[config.mk]
export PLATFORM = sky130hd
export DESIGN_NAME = alu_issue_queue
export DESIGN_NICKNAME = d
export VERILOG_FILES = /design/src/rtl/alu_issue_queue.sv
export SDC_FILE = /design/constraint.sdc
export NUM_CORES = 2
export LEC_CHECK = 0
export CAP_MARGIN = 5
export CORE_MARGIN = 3
export CORE_UTILIZATION = 39
export CTS_BUF_LIST = sky130_fd_sc_hd__clkbuf_4 sky130_fd_sc_hd__clkbuf_8
export DETAILED_ROUTE_END_ITERATION = 7
export MAX_ROUTING_LAYER = met4
export PLACE_DENSITY_LB_ADDON = 0.25
export SKIP_CTS_REPAIR_TIMING = 1
export SLEW_MARGIN = 20
export SYNTH_ARGS = -nofsm -noshare
export SYNTH_HDL_FRONTEND = slang
export SYNTH_SLANG_ARGS = --single-unit
[constraint.sdc]
create_clock -name clk -period 28.3 [get_ports clk]
set_clock_uncertainty 0.15 [all_clocks]
set_input_delay 7.075 -clock clk [delete_from_list [all_inputs] [get_ports clk]]
set_output_delay 7.075 -clock clk [all_outputs]
set_load 0.01 [all_outputs]
[src/rtl/alu_issue_queue.sv]
// Collapsing-queue reservation station for the single-cycle ALU: oldest-ready issue, CDB wakeup.
// Optional `ALU_IQ_PERF_EN adds saturating issue and dispatch-stall counters.
module alu_issue_queue #(
    parameter int unsigned DEPTH  = 4,
    parameter int unsigned ROB_W  = 3,
    parameter int unsigned PREG_W = 7
) (
`ifdef ALU_IQ_PERF_EN
    output logic [31:0]                 perf_issue_cnt,
    output logic [31:0]                 perf_full_cnt,
`endif
    input  logic                        clk,
    input  logic                        rst,
    input  logic                        disp_valid,
    output logic                        disp_ready,
    input  logic [4:0]                  disp_opcode,
    input  logic [2:0]                  disp_funct3,
    input  logic                        disp_funct7,
    input  logic [31:0]                 disp_imm,
    input  logic [31:0]                 disp_pc,
    input  logic [ROB_W-1:0]            disp_rob_idx,
    input  logic [PREG_W-1:0]           disp_rd,
    input  logic [PREG_W-1:0]           disp_rs1_tag,
    input  logic [PREG_W-1:0]           disp_rs2_tag,
    input  logic                        disp_rs1_rdy,
    input  logic                        disp_rs2_rdy,
    input  logic [31:0]                 disp_rs1_data,
    input  logic [31:0]                 disp_rs2_data,
    input  logic                        cdb_valid,
    input  logic [PREG_W-1:0]           cdb_rd,
    input  logic [31:0]                 cdb_data,
    input  logic                        flush,
    output logic                        alu_i_valid,
    output logic [4:0]                  alu_opcode,
    output logic [2:0]                  alu_funct3,
    output logic                        alu_funct7,
    output logic [31:0]                 alu_imm,
    output logic [31:0]                 alu_pc,
    output logic [31:0]                 alu_rs1_data,
    output logic [31:0]                 alu_rs2_data,
    output logic [ROB_W-1:0]            alu_i_rob_idx,
    output logic [PREG_W-1:0]           alu_i_rd,
    output logic [$clog2(DEPTH+1)-1:0]  count
);

    localparam int unsigned CW = $clog2(DEPTH + 1);

    typedef struct packed {
        logic              valid;
        logic [4:0]        opcode;
        logic [2:0]        funct3;
        logic              funct7;
        logic [31:0]       imm;
        logic [31:0]       pc;
        logic [ROB_W-1:0]  rob_idx;
        logic [PREG_W-1:0] rd;
        logic [PREG_W-1:0] rs1_tag;
        logic              rs1_rdy;
        logic [31:0]       rs1_data;
        logic [PREG_W-1:0] rs2_tag;
        logic              rs2_rdy;
        logic [31:0]       rs2_data;
    } entry_t;

    entry_t          ent_q [DEPTH];
    entry_t          ent_d [DEPTH];
    // One spare zero entry on top so the shift-down never indexes past the array.
    entry_t          woken [DEPTH+1];
    entry_t          disp_ent;
    entry_t          sel_ent;
    logic [CW-1:0]   count_q;
    logic [CW-1:0]   count_d;
    logic            sel_found;
    int              sel_idx;
    int              wr_idx;
    logic            issue_fire;
    logic            disp_fire;

    assign disp_ready = (count_q < CW'(DEPTH));
    assign disp_fire  = disp_valid && disp_ready && !flush;
    assign count      = count_q;

    // Oldest ready entry; entry 0 is always the oldest.
    always_comb begin
        sel_found = 1'b0;
        sel_idx   = 0;
        sel_ent   = '0;
        for (int i = 0; i < int'(DEPTH); i++) begin
            if (!sel_found && ent_q[i].valid && ent_q[i].rs1_rdy && ent_q[i].rs2_rdy) begin
                sel_found = 1'b1;
                sel_idx   = i;
                sel_ent   = ent_q[i];
            end
        end
    end

    assign issue_fire = sel_found && !flush;

    always_comb begin
        alu_i_valid   = issue_fire;
        alu_opcode    = '0;
        alu_funct3    = '0;
        alu_funct7    = 1'b0;
        alu_imm       = '0;
        alu_pc        = '0;
        alu_rs1_data  = '0;
        alu_rs2_data  = '0;
        alu_i_rob_idx = '0;
        alu_i_rd      = '0;
        if (issue_fire) begin
            alu_opcode    = sel_ent.opcode;
            alu_funct3    = sel_ent.funct3;
            alu_funct7    = sel_ent.funct7;
            alu_imm       = sel_ent.imm;
            alu_pc        = sel_ent.pc;
            alu_rs1_data  = sel_ent.rs1_data;
            alu_rs2_data  = sel_ent.rs2_data;
            alu_i_rob_idx = sel_ent.rob_idx;
            alu_i_rd      = sel_ent.rd;
        end
    end

    // Incoming micro-op, with an operand captured straight off the CDB if it broadcasts now.
    always_comb begin
        disp_ent          = '0;
        disp_ent.valid    = 1'b1;
        disp_ent.opcode   = disp_opcode;
        disp_ent.funct3   = disp_funct3;
        disp_ent.funct7   = disp_funct7;
        disp_ent.imm      = disp_imm;
        disp_ent.pc       = disp_pc;
        disp_ent.rob_idx  = disp_rob_idx;
        disp_ent.rd       = disp_rd;
        disp_ent.rs1_tag  = disp_rs1_tag;
        disp_ent.rs1_rdy  = disp_rs1_rdy;
        disp_ent.rs1_data = disp_rs1_data;
        disp_ent.rs2_tag  = disp_rs2_tag;
        disp_ent.rs2_rdy  = disp_rs2_rdy;
        disp_ent.rs2_data = disp_rs2_data;
        if (cdb_valid && !disp_rs1_rdy && (disp_rs1_tag == cdb_rd)) begin
            disp_ent.rs1_rdy  = 1'b1;
            disp_ent.rs1_data = cdb_data;
        end
        if (cdb_valid && !disp_rs2_rdy && (disp_rs2_tag == cdb_rd)) begin
            disp_ent.rs2_rdy  = 1'b1;
            disp_ent.rs2_data = cdb_data;
        end
    end

    // Wakeup first, then collapse over the issued slot, then append the dispatch.
    always_comb begin
        for (int i = 0; i < int'(DEPTH); i++) begin
            woken[i] = ent_q[i];
            if (cdb_valid && ent_q[i].valid) begin
                if (!ent_q[i].rs1_rdy && (ent_q[i].rs1_tag == cdb_rd)) begin
                    woken[i].rs1_rdy  = 1'b1;
                    woken[i].rs1_data = cdb_data;
                end
                if (!ent_q[i].rs2_rdy && (ent_q[i].rs2_tag == cdb_rd)) begin
                    woken[i].rs2_rdy  = 1'b1;
                    woken[i].rs2_data = cdb_data;
                end
            end
        end
        woken[DEPTH] = '0;

        wr_idx = int'(count_q) - int'(issue_fire);
        for (int i = 0; i < int'(DEPTH); i++) begin
            if (issue_fire && (i >= sel_idx)) begin
                ent_d[i] = woken[i+1];
            end else begin
                ent_d[i] = woken[i];
            end
            if (disp_fire && (i == wr_idx)) begin
                ent_d[i] = disp_ent;
            end
            if (flush) begin
                ent_d[i] = '0;
            end
        end

        if (flush) begin
            count_d = '0;
        end else begin
            count_d = CW'(int'(count_q) + int'(disp_fire) - int'(issue_fire));
        end
    end

    always_ff @(posedge clk or posedge rst) begin
        if (rst) begin
            for (int i = 0; i < int'(DEPTH); i++) begin
                ent_q[i] <= '0;
            end
            count_q <= '0;
        end else begin
            for (int i = 0; i < int'(DEPTH); i++) begin
                ent_q[i] <= ent_d[i];
            end
            count_q <= count_d;
        end
    end

`ifdef ALU_IQ_PERF_EN
    always_ff @(posedge clk or posedge rst) begin
        if (rst) begin
            perf_issue_cnt <= '0;
            perf_full_cnt  <= '0;
        end else begin
            if (issue_fire && (perf_issue_cnt != 32'hFFFF_FFFF)) begin
                perf_issue_cnt <= perf_issue_cnt + 32'd1;
            end
            if (disp_valid && !disp_ready && (perf_full_cnt != 32'hFFFF_FFFF)) begin
                perf_full_cnt <= perf_full_cnt + 32'd1;
            end
        end
    end
`endif

endmodule

==> metrics.csv <==
stage,metric,value,unit
worst_setup_path,Crit Path Class,primary input to primary output,
drt,Vias,39217,
worst_setup_path,crit path to,alu_rs1_data[14],
worst_setup_path,Worst R2R Setup Slack,20.34,ns
place,placer congestion estimate,0.968,
worst_setup_path,critical path data required time,21.08,ns
worst_setup_path,CP endpoint kind,primary output,
drt,DRC,20,
synth,asr flop ratio synth,100,%
floorplan,core area,0.0989,mm2
power_and_ir_drop,Worst VDD drop,0.0517,mV
cells_and_area,layout cells sized above 1,11.8,%
worst_setup_path,r2r startpoint,ent_q[655],
drt,Routed Antenna Nets,0,
clock_network,total CTS buffers,130,
clock_network,Skew-Pair Late Insertion Delay,0.83,ns
drt,Via density,6.77,
cells_and_area,area grow syn2layout,18.5,%
sta,Setup-failing EPs final,0,
drt,Routed WL,173000,um
sta,"Slew Viols, Final",0,
power_and_ir_drop,LEAKAGE,17.3,nW
worst_setup_path,crit path DAT,10.52,ns
sta,RSZ-0062 raised after global routing,false,
floorplan,Die ar.,0.104,mm2
grt,first-pass GRT wire length,254000,um
sta,Tcrit/Tclk final,62.7,%
synth,top-count cell post-synth,dfrtp_1,
status,status,"finished, violations left",
sta,Max Freq,56.4,MHz
grt,global route overflow,0,
grt,number of global-route vias before repair,37972,
drt,Initial DRT Pass Iterations,8,
floorplan,DIE WIDTH,322,um
synth,sequential share of the synthesized area,42.3,%
clock_network,Max Buffers Root-to-Sink,3,
floorplan,io pins,359,
grt,largest net degree at the start of global routing,131,
sta,Final TNS setup,0,ns
grt,gr usage total,33.3,%
clock_network,Clock Sinks,659,
floorplan,Core Rows,115,
worst_setup_path,FF-to-FF End,ent_q[464],
clock_network,CTS Root Buffer Type,clkbuf_8,
synth,post-synthesis cell count,4280,
worst_setup_path,crit-path max FO,75,
sta,Fin. Hold Viols,0,
sta,Slew @ Worst Pin,1.24,ns
worst_setup_path,start point of the critical path,flush,
synth,syn_nets,4495,
worst_setup_path,Reg2Reg Depth,16,
clock_network,CTS tree,done,
synth,most used flip-flop cell after synthesis,dfrtp_1,
synth,Synth area leader,dfrtp_1,
status,violated checks,design-rule violations,
drt,drt wl/cell,29.9,um
place,placed wire-length estimate,101000,um
power_and_ir_drop,Power per Cell Area,61.1,mW/mm2
clock_network,"CTS clk-pin slew, worst paths",0.05,ns
sta,worst hold margin,0.372,ns
place,port buffer count,358,
synth,Post-synth EDFFs,0,
synth,#FFs+latches synth,659,
clock_network,H-tree levels,4,
floorplan,starting density of the core,39.5,%
synth,Syn Std Cell Area,0.0390,mm2
floorplan,Die Ht,322,um
synth,Post-synth top cells,"dfrtp_1, nand2_1, clkbuf_1",
sta,max_slew headroom,17.1,%
synth,post-synthesis cell type count,58,
synth,Synth area leaders,"dfrtp_1, mux2i_1, nand2_1, o31ai_1, a222oi_1",
synth,syn_area_per_cell,9.12,um2
job,MaxCap Viol Count,0,
grt,initial antenna violation count,32,
synth,area share of the largest cell type after synthesis,42.3,%
sta,Final Critical Period,17.74,ns
worst_setup_path,startpoint types,primary input,
synth,Yosys warning count,0,
worst_hold_path,worst hold path type,flop to flop,
drt,DR iter-0 viols,5883,
cells_and_area,Final nets,4592,
worst min path at each step:
stage	start	slack (ns)	to	cells after the start
floorplan	ent_q[121]	0.34	ent_q[121]	1
global placement	ent_q[155]	0.36	ent_q[155]	1
detailed placement	ent_q[149]	0.36	ent_q[149]	1
CTS	ent_q[155]	0.37	ent_q[155]	1
global route	ent_q[155]	0.39	ent_q[155]	1
finish	ent_q[97]	0.37	ent_q[97]	1
state kept, by name (all words and copies together) (netlist names):
register,cells
count,3
ent_q,656
final cells by class:
type,count,area [um2]
Clock inverter,14,163
Antenna cell,34,85.1
Multi-Input combinational cell,3061,20600
Sequential cell,659,16500
Inverter,75,289
Fill cell,9415,52600
Clock buffer,214,2660
Tap cell,1287,1610
Timing Repair Buffer,450,4340
worst max-delay path, cell delays in order:
cell and delay, ns:
buf_8 0.43, inv_2 0.57, o31ai_4 0.18, buf_4 0.63, buf_4 0.77, o21ai_0 0.21, clkdlybuf4s50_1 0.52
placed cells by master (no fill, tap or decap), types with 5 or more instances in the layout:
master,n
inv_1,73
nand3_2,5
clkbuf_4,48
o32ai_1,33
a222oi_1,147
a31oi_1,15
diode_2,34
dfrtp_1,659
ha_1,7
nor2b_1,8
or4_1,5
a311oi_1,148
a21boi_0,50
xor2_1,17
and3b_1,5
clkbuf_8,169
mux2_2,128
mux2i_1,274
nand2_1,631
buf_4,85
nor3_1,263
nor4_1,67
a22o_1,111
a211oi_1,81
o221a_2,30
a211o_1,14
nor2_1,114
o31ai_1,218
xnor2_1,51
nand4_1,16
nand3_1,21
nor2_4,6
clkdlybuf4s50_1,357
a221oi_1,32
o22ai_1,34
a21oi_1,217
o21ai_0,252
power by group:
| part | leakage (nW) | switching (mW) | internal, mW | total (mW) |
|---|---|---|---|---|
| combinational | 6.75 | 0.413 | 0.218 | 0.631 |
| clock | 1.49 | 0.454 | 0.611 | 1.07 |
| sequential | 9.06 | 0.0805 | 1.05 | 1.13 |
| total | 17.3 | 0.948 | 1.88 | 2.83 |
metal layers:
layer	track usage [%]	vias to the layer above	part of all wire, %
met5	-	-	0
met4	19.0	0	5.8
met3	10.9	626	13
met2	45.6	2929	42
met1	42.9	19151	39
li1	-	16511	-
stage by stage:
stage          power, mW  utilization (%)  setup WS [ns]  cell area (um2)  instances
2_1_floorplan       1.53                -           2.61            39000       4280
3_3_place_gp        1.75             43.8          10.73            43300       5527
3_5_place_dp        1.76             43.8          10.61            43300       5528
4_1_cts             2.82             46.7          10.61            46100       5756
5_1_grt             2.93             46.8          10.40            46300       5793
6_report            2.83             46.8          10.56            46300       5794
logic make-up (layout without fill, tap and decap cells):
family                   Yosys count  count (layout)  synth area share, %
AND/OR/NAND/NOR                 1174            1174                 13.2
buffers and inverters            560             753                 5.64
XOR/XNOR                          68              68                 1.53
other                              0              34                    0
multiplexers                     402             402                 10.7
adder cells (fa/ha/maj)            8               8                0.276
AO/OA/AOI/OAI                   1409            1409                 26.4
flip-flops                       659             659                 42.3
Note: power is estimated with default switching activity, not from simulation.
